[src/rtl/cam_pkg.sv]
// ============================================================================
//  Module      : cam_pkg
//  Description : Shared types, default geometry and pixel expansion for the
//                camera capture stage.
//  Revision    : 1.0  initial release
// ============================================================================
`default_nettype none

package cam_pkg;

    localparam int c_DEFAULT_WIDTH  = 320;
    localparam int c_DEFAULT_HEIGHT = 320;
    localparam int c_DEFAULT_ADDR_W = 17;

    typedef enum logic [1:0] {
        IDLE    = 2'd0,
        WAIT_VS = 2'd1,
        ACTIVE  = 2'd2,
        DONE    = 2'd3
    } cam_state_e;

    // Returns {B8, G8, R8}; low bits are refilled from each channel's MSBs.
    function automatic logic [23:0] rgb565_to_888(input logic [7:0] hi, input logic [7:0] lo);
        logic [4:0] r5;
        logic [5:0] g6;
        logic [4:0] b5;
        r5 = hi[7:3];
        g6 = {hi[2:0], lo[7:5]};
        b5 = lo[4:0];
        return {b5, b5[4:2], g6, g6[5:4], r5, r5[4:2]};
    endfunction

endpackage

`default_nettype wire

[src/rtl/cam_sync.sv]
// ============================================================================
//  Module      : cam_sync
//  Description : Two-flop synchronizer for the camera bus plus a third stage
//                for pclk-rise, href-fall and vsync rise/fall edge pulses.
//  Revision    : 1.0  initial release
// ============================================================================
`default_nettype none

module cam_sync (
    input  logic       clk,
    input  logic       rst,
    input  logic       cam_pclk,
    input  logic       cam_vsync,
    input  logic       cam_href,
    input  logic [7:0] cam_data,
    output logic       href,
    output logic [7:0] data,
    output logic       pclk_rise,
    output logic       href_fall,
    output logic       vs_rise,
    output logic       vs_fall
);

    // Control bits packed as {vsync, href, pclk}
    logic [2:0] ctl1_q, ctl1_d;
    logic [2:0] ctl2_q, ctl2_d;
    logic [2:0] ctl3_q, ctl3_d;
    logic [7:0] dat1_q, dat1_d;
    logic [7:0] dat2_q, dat2_d;

    always_comb begin
        ctl1_d = {cam_vsync, cam_href, cam_pclk};
        ctl2_d = ctl1_q;
        ctl3_d = ctl2_q;
        dat1_d = cam_data;
        dat2_d = dat1_q;
    end

    always_ff @(posedge clk) begin
        if (rst) begin
            ctl1_q <= 3'd0;
            ctl2_q <= 3'd0;
            ctl3_q <= 3'd0;
            dat1_q <= 8'd0;
            dat2_q <= 8'd0;
        end else begin
            ctl1_q <= ctl1_d;
            ctl2_q <= ctl2_d;
            ctl3_q <= ctl3_d;
            dat1_q <= dat1_d;
            dat2_q <= dat2_d;
        end
    end

    assign href      = ctl2_q[1];
    assign data      = dat2_q;
    assign pclk_rise =  ctl2_q[0] & ~ctl3_q[0];
    assign href_fall = ~ctl2_q[1] &  ctl3_q[1];
    assign vs_rise   =  ctl2_q[2] & ~ctl3_q[2];
    assign vs_fall   = ~ctl2_q[2] &  ctl3_q[2];

endmodule

`default_nettype wire

[src/rtl/cam_capture.sv]
// ============================================================================
//  Module      : cam_capture
//  Description : Single-frame RGB565 camera capture into an RGB888 frame
//                buffer. Optional colour-bar source: CAM_CAPTURE_TESTPAT_EN.
//  Revision    : 1.0  initial release
// ============================================================================
`default_nettype none

module cam_capture
    import cam_pkg::*;
#(
    parameter int WIDTH  = c_DEFAULT_WIDTH,
    parameter int HEIGHT = c_DEFAULT_HEIGHT,
    parameter int ADDR_W = c_DEFAULT_ADDR_W
) (
    input  logic              clk,
    input  logic              rst,
    input  logic              arm,
    input  logic              cam_pclk,
    input  logic              cam_vsync,
    input  logic              cam_href,
    input  logic [7:0]        cam_data,
`ifdef CAM_CAPTURE_TESTPAT_EN
    input  logic              testpat,
`endif
    output logic [ADDR_W-1:0] mem_addr,
    output logic [23:0]       mem_data,
    output logic              mem_rw,
    output logic              mem_en,
    output logic              busy,
    output logic              frame_done,
    output logic              line_err
);

    localparam int COL_W = $clog2(WIDTH + 1);
    localparam int ROW_W = $clog2(HEIGHT + 1);

    logic       sync_href;
    logic [7:0] sync_data;
    logic       pclk_rise, href_fall, vs_rise, vs_fall;

    cam_sync u_sync (
        .clk       (clk),
        .rst       (rst),
        .cam_pclk  (cam_pclk),
        .cam_vsync (cam_vsync),
        .cam_href  (cam_href),
        .cam_data  (cam_data),
        .href      (sync_href),
        .data      (sync_data),
        .pclk_rise (pclk_rise),
        .href_fall (href_fall),
        .vs_rise   (vs_rise),
        .vs_fall   (vs_fall)
    );

    cam_state_e        state_q, state_d;
    logic [COL_W-1:0]  col_q, col_d;
    logic [ROW_W-1:0]  row_q, row_d;
    logic [ADDR_W-1:0] line_base_q, line_base_d;
    logic              phase_q, phase_d;
    logic [7:0]        hi_q, hi_d;
    logic [ADDR_W-1:0] mem_addr_q, mem_addr_d;
    logic [23:0]       mem_data_q, mem_data_d;
    logic              mem_en_q, mem_en_d;
    logic              line_err_q, line_err_d;
    logic [23:0]       pixel;

`ifdef CAM_CAPTURE_TESTPAT_EN
    logic [15:0] col_ext;
    logic [2:0]  bar;
    assign col_ext = 16'(col_q);
    assign bar     = 3'(col_ext >> 6);
    assign pixel   = testpat ? {{8{bar[2]}}, {8{bar[1]}}, {8{bar[0]}}}
                             : rgb565_to_888(hi_q, sync_data);
`else
    assign pixel   = rgb565_to_888(hi_q, sync_data);
`endif

    always_comb begin
        state_d     = state_q;
        col_d       = col_q;
        row_d       = row_q;
        line_base_d = line_base_q;
        phase_d     = phase_q;
        hi_d        = hi_q;
        mem_addr_d  = mem_addr_q;
        mem_data_d  = mem_data_q;
        mem_en_d    = 1'b0;
        line_err_d  = 1'b0;

        case (state_q)
            IDLE: begin
                if (arm) state_d = WAIT_VS;
            end
            WAIT_VS: begin
                if (vs_fall) begin
                    state_d     = ACTIVE;
                    col_d       = '0;
                    row_d       = '0;
                    line_base_d = '0;
                    phase_d     = 1'b0;
                end
            end
            ACTIVE: begin
                // A byte coinciding with the end of frame is discarded.
                if (vs_rise) begin
                    state_d = DONE;
                end else begin
                    if (pclk_rise && sync_href) begin
                        if (!phase_q) begin
                            hi_d    = sync_data;
                            phase_d = 1'b1;
                        end else begin
                            phase_d = 1'b0;
                            if (col_q < COL_W'(WIDTH)) begin
                                col_d = col_q + COL_W'(1);
                                if (row_q < ROW_W'(HEIGHT)) begin
                                    mem_en_d   = 1'b1;
                                    mem_addr_d = line_base_q + ADDR_W'(col_q);
                                    mem_data_d = pixel;
                                end
                            end
                        end
                    end
                    if (href_fall) begin
                        if (col_q != '0) begin
                            col_d = '0;
                            if (row_q < ROW_W'(HEIGHT)) begin
                                row_d       = row_q + ROW_W'(1);
                                line_base_d = line_base_q + ADDR_W'(WIDTH);
                            end
                        end
                        if (phase_q) begin
                            line_err_d = 1'b1;
                            phase_d    = 1'b0;
                        end
                    end
                end
            end
            DONE: begin
                state_d = IDLE;
            end
            default: state_d = IDLE;
        endcase
    end

    always_ff @(posedge clk) begin
        if (rst) begin
            state_q     <= IDLE;
            col_q       <= '0;
            row_q       <= '0;
            line_base_q <= '0;
            phase_q     <= 1'b0;
            hi_q        <= 8'd0;
            mem_addr_q  <= '0;
            mem_data_q  <= 24'd0;
            mem_en_q    <= 1'b0;
            line_err_q  <= 1'b0;
        end else begin
            state_q     <= state_d;
            col_q       <= col_d;
            row_q       <= row_d;
            line_base_q <= line_base_d;
            phase_q     <= phase_d;
            hi_q        <= hi_d;
            mem_addr_q  <= mem_addr_d;
            mem_data_q  <= mem_data_d;
            mem_en_q    <= mem_en_d;
            line_err_q  <= line_err_d;
        end
    end

    assign mem_addr   = mem_addr_q;
    assign mem_data   = mem_data_q;
    assign mem_en     = mem_en_q;
    assign mem_rw     = mem_en_q;
    assign line_err   = line_err_q;
    assign busy       = (state_q != IDLE);
    assign frame_done = (state_q == DONE);

endmodule

`default_nettype wire

[config.mk]
export PLATFORM = sky130hd
export DESIGN_NAME = cam_capture
export DESIGN_NICKNAME = d
export VERILOG_FILES = /design/src/rtl/cam_pkg.sv /design/src/rtl/cam_sync.sv /design/src/rtl/cam_capture.sv
export SDC_FILE = /design/constraint.sdc
export NUM_CORES = 1
export LEC_CHECK = 0
export CORE_UTILIZATION = 51
export CTS_BUF_LIST = sky130_fd_sc_hd__clkbuf_4 sky130_fd_sc_hd__clkbuf_8
export DETAILED_ROUTE_END_ITERATION = 8
export MAX_ROUTING_LAYER = met4
export PLACE_DENSITY = 0.79
export SETUP_SLACK_MARGIN = 0.02
export SYNTH_ARGS = -nofsm -noshare
export SYNTH_HDL_FRONTEND = slang
export SYNTH_SLANG_ARGS = --single-unit
[constraint.sdc]
create_clock -name clk -period 1.95 [get_ports clk]
set_input_delay 0.4875 -clock clk [delete_from_list [all_inputs] [get_ports clk]]
set_output_delay 0.4875 -clock clk [all_outputs]
set_load 0.01 [all_outputs]
==> results of run 1 <==
[sequential cells by signal, summed over array words and instances (netlist names)]
| name | count |
|---|---|
| u_sync.data | 8 |
| state_q | 2 |
| mem_addr | 17 |
| phase_q | 1 |
| mem_data | 16 |
| row_q | 9 |
| u_sync.dat1_q | 8 |
| line_err | 1 |
| u_sync.ctl2_q | 3 |
| mem_en | 1 |
| u_sync.ctl1_q | 3 |
| hi_q | 8 |
| line_base_q | 11 |
| col_q | 9 |
| u_sync.ctl3_q | 3 |
[worst max-delay path by stage]
| stage | startpoint | end | slack [ns] | cells after the start |
|---|---|---|---|---|
| 2_1_floorplan | state_q[0] | line_base_q[10] | 0.02 | 8 |
| 3_3_place_gp | col_q[0] | line_base_q[11] | 0.03 | 7 |
| 3_5_place_dp | state_q[1] | line_base_q[11] | -0.009 | 7 |
| 4_1_cts | state_q[0] | line_base_q[11] | 0.03 | 7 |
| 5_1_grt | state_q[1] | line_base_q[11] | -0.04 | 7 |
| 6_report | col_q[0] | line_base_q[14] | 0.04 | 8 |
[stage by stage]
stage | setup TNS [ns] | cell area, µm² | hold slack [ns] | power, mW | setup slack (ns)
final | 0 | 5221 | 0.4443 | 3.932 | 0.03550
after global routing | -0.08604 | 5221 | 0.4520 | 4.107 | -0.03829
after CTS | 0 | 5107 | 0.4353 | 3.846 | 0.02886
after detailed placement | -0.009324 | 4915 | 0.4231 | 2.617 | -0.009324
after global placement | 0 | 4915 | 0.4191 | 2.589 | 0.03128
after floorplan | 0 | 4156 | 0.4138 | 2.449 | 0.02005
[cell usage in the layout, fill, tap and decap left out, types with 5 or more instances in the layout]
cell | netlist | routed
inv_1 | 14 | 11
a21oi_1 | 32 | 32
ha_1 | 14 | 12
dfxtp_1 | 100 | 94
a31oi_1 | 5 | 5
clkdlybuf4s50_1 | 0 | 56
nand4_1 | 7 | 7
mux2i_1 | 11 | 11
nand2_1 | 63 | 63
clkbuf_8 | 0 | 9
xor2_1 | 8 | 7
xnor2_1 | 20 | 20
buf_4 | 9 | 27
nand2b_1 | 7 | 6
nor2b_1 | 26 | 26
nand3_1 | 8 | 8
a211oi_1 | 10 | 8
nor4_2 | 5 | 5
nor2_1 | 53 | 53
nor3_1 | 10 | 10
dfxtp_2 | 0 | 5
[per-layer routing]
metal	global-route usage	up-vias	wire, µm
met5	-	-	0
met4	0.09115	0	155
met2	0.3731	90	4423
met1	0.2725	1555	3902
li1	-	1681	-
met3	0.03566	15	400
[power breakdown]
group,internal (mW),switching (mW),leakage [nW]
registers,2.09,0.0345,0.814
logic,0.240,0.312,0.966
clock network,0.503,0.751,0.0904
[kinds of logic (layout without fill, tap and decap cells)]
kind of cell / Yosys count / in the layout
AO/OA/AOI/OAI: 63 / 63
XOR/XNOR: 28 / 28
adder cells (fa/ha/maj): 14 / 14
buffers and inverters: 46 / 118
flip-flops: 100 / 100
multiplexers: 12 / 12
AND/OR/NAND/NOR: 201 / 201
[cell type report]
cell class,instances,area share
multi-input cells,318,0.3873
flip-flops and latches,100,0.3853
repair buffers,88,0.1572
clock buffers,10,0.02516
well taps,102,0.02444
clock inverters,6,0.01054
inverters,14,0.01006
[what timing repair did]
action | 4_1_cts | 5_1_grt
resized for setup | 4 | 22
setup buffers | 0 | 4
endpoints found under the setup margin | 8 | 43
pin swaps | 3 | 4
==> results by group, run 1 <==
Drt
  – DRC violations left: 0
  – Vias per Instance: 5.237
  – DR pass1 iterations: 4
  – Remaining antenna violation count: 0
  – Post-detailed-route wirelength per cell: 13.92 µm
  – DR iter-0 viols: 104
  – Vias: 3341
  – Routed WL: 8881 µm

Placed design
  – IO Port Bufs: 59
  – Final GP Congestion: 0.8538
  – Dpl hpwl: 6019 µm
  – Placed Cells: 618

Clocking
  – CTS Hold Buffers Added: 0
  – Worst-Skew Late Latency: 0.37 ns
  – H-tree levels: 3
  – Clk root buf: clkbuf_8
  – CTS Buf Count: 9
  – CTS Buffer Depth: 2
  – Clk sinks: 100
  – CTS tree: yes
  – Clock slew seen by the registers of the worst setup and hold paths: 0.10 ns

Cells and area
  – Share of cells above drive strength 1: 0.1437
  – N_diodes: 0
  – Final Non-Filler Cells: 638
  – Reg area: 2012 µm²
  – Nets@finish: 559
  – Area Overhead vs Synth: 25.62%
  – Fill cells: 646
  – Multi-input combinational cell area: 2022 µm²
  – Core Util, Final: 0.6688

Synthesis
  – Synth area leader: dfxtp_1
  – XOR/XNOR Fraction of Synth Area: 0.05900
  – Top FF cell, synth: dfxtp_1
  – Synth Area in Adders: 0.04214
  – Yosys warns: 0
  – Synthesized cell area: 4156 µm²
  – Mux contribution to synthesized area: 0.02920
  – Synth top cells by count: dfxtp_1 (100), nand2_1 (63), nor2_1 (53), a21oi_1 (32), nor2b_1 (26)
  – Syn Inst Count: 464
  – Seq/Total Area, Yosys: 0.4816
  – Number of flops mapped to enable cells by yosys: 0
  – Top-area cell type share of the netlist area: 0.4816
  – Yosys cell types: 47
  – Cell with the most instances after synthesis: dfxtp_1
  – Number of synthesized register bits: 100
  – Largest cells by area after synthesis: dfxtp_1 (48%), nand2_1 (5.7%), nor2_1 (4.8%)
  – Syn Nets: 492
  – Largest family of logic cells by synthesized area: simple AND/OR/NAND/NOR gates
  – Synth Area in Simple Gates: 0.2435
  – Syn avg cell area: 8.958 µm²
  – Asr flop ratio synth: 0
  – Area fraction in compound gates after synthesis: 0.09302

STA
  – Worst clock skew: 0.01266 ns
  – Final Max Slew Viols: 0
  – Fin crit period: 1.914 ns
  – Part of the cycle the worst path needs: 0.9818
  – Fmax: 522.3 MHz
  – Final Hold Viols: 0
  – Max transition margin: 0.6497
  – RSZ-0062 raised after global routing: true
  – Final number of setup-violating endpoints: 0
  – Worst Tran Pin Value: 0.5235 ns

Pwr
  – Leakage: 1.870 nW
  – Pwr dens: 753.0 nW/µm²
  – Max VDD drop: 0.4425 mV

Worst hold path
  – Hold depth: 1
  – Hold_sp: u_sync.dat1_q[6]
  – Worst Hold Class: flip-flop to flip-flop
  – Hold path endpoint: u_sync.data[6]

Floorplanning
  – Top-Level Pins: 60
  – Die area: 8515 µm²
  – Core area: 7807 µm²
  – Die X: 92.28 µm
  – Placement Rows: 32
  – Die height: 92.28 µm
  – Initial Util: 0.5324

Setup path
  – R2r setup slk: 0.04 ns
  – R2R cell count: 8
  – Setup crit end kind: flip-flop
  – Reg2reg start: col_q[0]
  – Crit path launch type: flip-flop
  – Crit path kind: flip-flop to flip-flop
  – R2R Path End: line_base_q[14]
  – Worst path max stage delay: 0.36 ns
  – Cell family with most CP delay: simple AND/OR/NAND/NOR gates
  – Critical-path cell list: inv_2, ha_1, nor4b_2, a211o_1, buf_6, nor4_2, xnor2_1, nor2_1
  – Worst EP arrival: 2.18 ns
  – Slowest cell on crit path: a211o_1
  – Worst path bufs/invs: 2
  – Critical path peak fanout: 6
  – CP Data Required Time: 2.22 ns

Status
  – Status: finished clean

Global route
  – First-pass GRT wire length: 14700 µm
  – Overall routing resource usage: 0.2247
  – GRT Residual Overflow: 0
  – Largest net degree at the start of global routing: 47
  – Vias in the first global route: 3177
  – Initial antenna violation count: 0

Run
  – Max-Cap Viols: 0
(Power assumes the default switching activity.)
==> run 2: changes to the inputs <==
--- a/config.mk
+++ b/config.mk
@@ -5,11 +5,11 @@
 export SDC_FILE = /design/constraint.sdc
 export NUM_CORES = 1
 export LEC_CHECK = 0
-export CORE_UTILIZATION = 51
+export CORE_UTILIZATION = 30
 export CTS_BUF_LIST = sky130_fd_sc_hd__clkbuf_4 sky130_fd_sc_hd__clkbuf_8
 export DETAILED_ROUTE_END_ITERATION = 8
 export MAX_ROUTING_LAYER = met4
-export PLACE_DENSITY = 0.79
+export PLACE_DENSITY = 0.51
 export SETUP_SLACK_MARGIN = 0.02
 export SYNTH_ARGS = -nofsm -noshare
 export SYNTH_HDL_FRONTEND = slang
==> run 2 against run 1 <==
Effect of this change: combinational power is essentially flat; global-route usage shrank 8.7 points; maximum frequency grew 1.6%; wire length grew 7.8%; cell count grew 13%; sequential power is essentially flat; flip-flop and latch count is the same; count of clock-buffer cells in the layout shrank 1; die area grew 68%; critical path type unchanged; critical endpoint is now line_base_q[11].
==> results by group, run 2 (same netlist as run 1, synthesis figures left out) <==
Status
  – Status: finished clean

Setup path
  – Worst EP arrival: 2.21 ns (+0.03 ns)
  – Crit path launch type: flip-flop
  – Crit path kind: flip-flop to flip-flop
  – Critical path peak fanout: 5 (-1)
  – R2R cell count: 7 (-1)
  – Worst path max stage delay: 0.53 ns (+0.17 ns)
  – Setup crit end kind: flip-flop
  – Critical-path cell list: inv_2, ha_2, nand2b_1, o22a_2, or4_4, xor2_1, nor2_1
  – Slowest cell on crit path: or4_4
  – CP Data Required Time: 2.27 ns (+0.05 ns)

Clocking
  – CTS tree: yes
  – Clk sinks: 100 (unchanged)
  – Clock slew seen by the registers of the worst setup and hold paths: 0.10 ns (about the same)
  – CTS Hold Buffers Added: 0 (unchanged)
  – H-tree levels: 3 (unchanged)
  – Clk root buf: clkbuf_8
  – CTS Buffer Depth: 2 (unchanged)
  – CTS Buf Count: 9 (unchanged)
  – Worst-Skew Late Latency: 0.39 ns (+0.02 ns)

STA
  – Worst clock skew: 0.01377 ns (+0.001116 ns)
  – Max transition margin: 0.6071 (-0.04261)
  – Worst Tran Pin Value: 0.5872 ns (+0.06367 ns)
  – Fmax: 530.5 MHz (+1.6%)
  – Final number of setup-violating endpoints: 0 (unchanged)
  – Part of the cycle the worst path needs: 0.9666 (-0.01520)
  – Final setup TNS: 0 ns (unchanged)
  – Worst setup margin: 0.06514 ns (+0.02963 ns)
  – Hold_ws: 0.4402 ns (-0.004124 ns)
  – Final Max Slew Viols: 0 (unchanged)
  – Final Hold Viols: 0 (unchanged)
  – Fin crit period: 1.885 ns (-0.02963 ns)

Pwr
  – Pwr dens: 727.0 nW/µm² (-3.5%)
  – Switch share: 0.2857 (+0.006485)
  – Clk pwr share: 0.318 (about the same)
  – Combinational power share: 0.141 (about the same)
  – Net switching power figure: 1.121 mW (+2.1%)
  – Leakage: 1.916 nW (+2.4%)
  – Max VDD drop: 0.3861 mV (-13%)
  – Flop pwr share: 0.541 (about the same)
  – P_int: 2.802 mW (-1.1%)

Global route
  – GRT Residual Overflow: 0 (unchanged)
  – Overall routing resource usage: 0.1379 (-0.08680)
  – First-pass GRT wire length: 15100 µm (+2.7%)
  – Initial antenna violation count: 0 (unchanged)
  – Vias in the first global route: 3026 (-4.8%)
  – Largest net degree at the start of global routing: 31 (-34%)

Placed design
  – Pre-CTS WS: -0.007292 ns (+0.002032 ns)
  – Dpl hpwl: 6622 µm (+10%)
  – Final GP Congestion: 0.8281 (-3.0%)
  – IO Port Bufs: 59 (unchanged)

Floorplanning
  – Initial Util: 0.3102 (-0.2222)
  – Die area: 14330 µm² (+68%)
  – Die X: 119.7 µm (+30%)
  – Top-Level Pins: 60 (unchanged)
  – Placement Rows: 42 (+31%)
  – Core area: 13400 µm² (+72%)
  – Die height: 119.7 µm (+30%)

Drt
  – DR pass1 iterations: 4 (unchanged)
  – Vias per Instance: 4.609 (-12%)
  – Met1 wire length: 4897 µm (+25%)
  – DR WL met3: 359 µm (-10%)
  – Post-detailed-route wirelength per cell: 13.26 µm (-4.7%)
  – Vias: 3328 (-0.39%)
  – Uppermost layer routed: met4
  – Routed WL: 9577 µm (+7.8%)
  – DRC violations left: 0 (unchanged)
  – Routed wl met2: 4214 µm (-4.7%)
  – DR iter-0 viols: 157 (+51%)
  – Remaining antenna violation count: 0 (unchanged)

Run
  – Max-Cap Viols: 0 (unchanged)

Worst hold path
  – Worst Hold Class: flip-flop to flip-flop
  – Hold depth: 1 (unchanged)

Cells and area
  – Commonest cells after routing, fill and taps aside: dfxtp_1 (96), nand2_1 (62), clkdlybuf4s50_1 (56), nor2_1 (53), buf_4 (35)
  – Share of cells above drive strength 1: 0.1557 (+0.01202)
  – Nets@finish: 569 (+1.8%)
  – Commonest non-fill, non-tap cell in the layout: dfxtp_1
  – Largest register FFs: 17 (unchanged)
  – N_diodes: 0 (unchanged)
  – Area Overhead vs Synth: 29.83%
run 2: cell count changes in the layout (fill, tap and decap cells not counted), moves of 2 or more:
cell | before | now
buf_4 | 27 | 35
a211oi_1 | 8 | 10
a211oi_2 | 2 | 0
clkinv_2 | 0 | 2
dfxtp_1 | 94 | 96
dfxtp_2 | 5 | 3
inv_6 | 1 | 3
run 2: path summary, 6_finish.rpt:
check                        start              end  slack [ns]
setup / recovery        state_q[1]  line_base_q[11]        0.07
hold / removal    u_sync.dat1_q[5]   u_sync.data[5]        0.44
setup reg to reg        state_q[1]  line_base_q[11]        0.07
hold reg to reg   u_sync.dat1_q[5]   u_sync.data[5]        0.44
run 2: layout make-up:
type	count	area, µm²
clock buffer	9	123.9
clock inverter	7	55.05
fill	1325	8004
inverter	14	52.55
multi-input combinational	318	2026
sequential	100	2009
tap	176	220.2
timing repair buffer	98	909.6
run 2: stage by stage:
step                utilization  cells  total power, mW  cell area (µm²)
floorplan                     -    464            2.449             4156
global placement         0.3791    701            2.628             5080
detailed placement       0.3791    701            2.654             5080
CTS                      0.3926    717            3.907             5261
global route             0.4027    722            4.128             5396
finish                   0.4027    722            3.923             5396
run 2: metal layers:
metal  vias up  GRT usage
met2        55     0.2034
li1       1707          -
met5         -          -
met4         0    0.04063
met3        10    0.04040
met1      1556     0.1819
run 2: power groups by stage:
stage / sequential, mW / combinational, mW / clock, mW
after CTS: 2.11 / 0.490 / 1.30
after detailed placement: 2.16 / 0.498 / 0
after floorplan: 2.15 / 0.300 / 0
after global placement: 2.15 / 0.476 / 0
after global routing: 2.13 / 0.608 / 1.39
final: 2.12 / 0.553 / 1.25
run 2: timing repair:
item	4_1_cts	5_1_grt
resized for setup	6	21
setup buffers	0	4
gates cloned	0	1
pin swaps	1	8
endpoints found under the setup margin	8	30
run 2: worst max-delay path: cells and delay by family (launching register included):
family | cells | cell delay, ns
DFF | 1 | 0.39
AOI/OAI and AO/OA | 1 | 0.27
and+or+nand+nor | 3 | 0.78
adders and majority gates | 1 | 0.18
xor gates and xnor gates | 1 | 0.15
buffers and inverters | 1 | 0.05
==> run 3: changes to the inputs <==
--- a/config.mk
+++ b/config.mk
@@ -10,7 +10,9 @@
 export DETAILED_ROUTE_END_ITERATION = 8
 export MAX_ROUTING_LAYER = met4
 export PLACE_DENSITY = 0.51
+export RECOVER_POWER = 50
 export SETUP_SLACK_MARGIN = 0.02
+export SKIP_LAST_GASP = 1
 export SYNTH_ARGS = -nofsm -noshare
 export SYNTH_HDL_FRONTEND = slang
 export SYNTH_SLANG_ARGS = --single-unit
==> run 3 against run 2 <==
Effect of this change: highest routed layer unchanged; register-to-register slack barely moved; final area fell by 0.37%; cell count did not move; critical path depth rose by 1; worst hold slack barely moved; critical path type unchanged.
==> results by group, run 3 (same netlist as run 1, synthesis figures left out) <==
Status
  – Status: finished clean

Cells and area
  – N_diodes: 0 (unchanged)
  – Fill cells: 1331 (+0.45%)
  – Multi-input combinational cell area: 2016 µm² (-0.49%)
  – Share of cells above drive strength 1: 0.1502 (-0.005495)
  – Largest register FFs: 17 (unchanged)
  – Nets@finish: 569 (unchanged)
  – Area Overhead vs Synth: 29.35%
  – Commonest cells after routing, fill and taps aside: dfxtp_1 (97), nand2_1 (62), clkdlybuf4s50_1 (56), nor2_1 (53)
  – Reg area: 2008 µm² (about the same)
  – Commonest non-fill, non-tap cell in the layout: dfxtp_1

Global route
  – GRT Residual Overflow: 0 (unchanged)
  – Largest net degree at the start of global routing: 31 (unchanged)
  – Overall routing resource usage: 0.1379 (unchanged)
  – First-pass GRT wire length: 15100 µm (unchanged)
  – Initial antenna violation count: 0 (unchanged)
  – Vias in the first global route: 3026 (unchanged)

Pwr
  – Leakage: 1.913 nW (-0.18%)
  – Pwr dens: 727.3 nW/µm² (about the same)
  – Overall power: 3.910 mW (-0.33%)
  – Max VDD drop: 0.3896 mV (+0.92%)

Floorplanning
  – Placement Rows: 42 (unchanged)
  – Die X: 119.7 µm (unchanged)
  – Top-Level Pins: 60 (unchanged)
  – Die height: 119.7 µm (unchanged)
  – Core area: 13400 µm² (unchanged)
  – Die area: 14330 µm² (unchanged)
  – Initial Util: 0.3102 (unchanged)

Worst hold path
  – Worst Hold Class: flip-flop to flip-flop
  – Hold depth: 1 (unchanged)
  – Hold_sp: u_sync.dat1_q[5]

Clocking
  – CTS Hold Buffers Added: 0 (unchanged)
  – CTS Buffer Depth: 2 (unchanged)
  – CTS tree: yes
  – CTS Buf Count: 9 (unchanged)
  – H-tree levels: 3 (unchanged)
  – Clock slew seen by the registers of the worst setup and hold paths: 0.10 ns (about the same)
  – Worst-Skew Late Latency: 0.38 ns (about the same)
  – Clk root buf: clkbuf_8
  – Clk sinks: 100 (unchanged)

Setup path
  – Crit path kind: flip-flop to flip-flop
  – Worst EP arrival: 2.16 ns (-0.05 ns)
  – Crit path depth: 8 (+1)
  – Critical-path cell list: inv_2, ha_2, nor4b_4, a211o_1, buf_6, nor4b_2, xnor2_1, nor2_1
  – CP Data Required Time: 2.23 ns (-0.04 ns)
  – Setup crit end kind: flip-flop
  – Worst path max stage delay: 0.39 ns (-0.14 ns)
  – Cell family with most CP delay: simple AND/OR/NAND/NOR gates
  – Crit path launch type: flip-flop
  – Critical path peak fanout: 5 (unchanged)
  – Reg2reg start: col_q[0]
  – R2R cell count: 8 (+1)
  – Crit. Startpoint: col_q[0]
  – Slowest cell on crit path: a211o_1
  – Worst path bufs/invs: 2 (+1)

Drt
  – Vias: 3328 (unchanged)
  – DR iter-0 viols: 158 (+0.64%)
  – Remaining antenna violation count: 0 (unchanged)
  – DR pass1 iterations: 4 (unchanged)
  – Routed WL: 9561 µm (-0.17%)
  – Post-detailed-route wirelength per cell: 13.24 µm (-0.17%)
  – Vias per Instance: 4.609 (unchanged)
  – DRC violations left: 0 (unchanged)

STA
  – Fmax: 531.5 MHz (+0.17%)
  – Max transition margin: 0.6079 (+0.0007770)
  – Final Max Slew Viols: 0 (unchanged)
  – Final number of setup-violating endpoints: 0 (unchanged)
  – Fin crit period: 1.882 ns (-0.003229 ns)
  – Hold_ws: 0.4406 ns (+0.0003700 ns)
  – RSZ-0062 raised after global routing: true
  – Final Hold Viols: 0 (unchanged)
  – Worst clock skew: 0.01361 ns (-0.0001632 ns)
  – Worst Tran Pin Value: 0.5861 ns (-0.001161 ns)
  – Part of the cycle the worst path needs: 0.9649 (-0.001656)

Placed design
  – Dpl hpwl: 6622 µm (unchanged)
  – Final GP Congestion: 0.8281 (unchanged)
  – IO Port Bufs: 59 (unchanged)

Run
  – Max-Cap Viols: 0 (unchanged)
-- run 3: worst paths after layout --
check | slack, ns | endpoint
worst min-delay path | 0.44 | u_sync.data[5]
worst max register to register | 0.07 | line_base_q[10]
worst max-delay path | 0.07 | line_base_q[10]
worst min register to register | 0.44 | u_sync.data[5]
-- run 3: worst register-to-register path: stages (launching register included) --
cell and delay (ns):
dfxtp_2 0.36, inv_2 0.05, ha_2 0.17, nor4b_4 0.13
a211o_1 0.39, buf_6 0.18, nor4b_2 0.30, xnor2_1 0.15
nor2_1 0.06
-- run 3: repair_timing --
item / in CTS / in global routing
setup endpoints to repair: 8 / 30
gates resized for setup: 6 / 19
gates cloned: 0 / 1
setup buffers: 0 / 4
pin swaps: 1 / 8
-- run 3: area by class of cell --
class | count | area share
clock buffers | 9 | 0.02304
clock inverters | 7 | 0.01024
inverters | 14 | 0.009774
multi-input cells | 318 | 0.3749
flip-flops and latches | 100 | 0.3735
well taps | 176 | 0.04096
repair buffers | 98 | 0.1676
-- run 3: per-layer routing --
layer  up-vias  track usage  part of all wire
met2        60       0.2034              0.44
li1       1704            -                 -
met5         -            -                 0
met1      1554       0.1819              0.50
met3        10      0.04040             0.043
met4         0      0.04063             0.012
-- run 3: report_power, final --
group	switching [mW]	leakage (nW)	internal, mW	total [mW]
Sequential	0.0321	0.812	2.09	2.12
Combinational	0.319	1.01	0.217	0.536
Clock	0.771	0.0923	0.482	1.25
-- run 3: stage by stage --
stage               instance area [µm²]  instances  setup TNS [ns]  utilization  setup WS (ns)
floorplan                          4156        464               0            -        0.02005
global placement                   5080        701               0       0.3791        0.02428
detailed placement                 5080        701       -0.007292       0.3791      -0.007292
CTS                                5261        717               0       0.3926        0.02134
global route                       5376        722        -0.02203       0.4012       -0.01144
finish                             5376        722               0       0.4012        0.06837
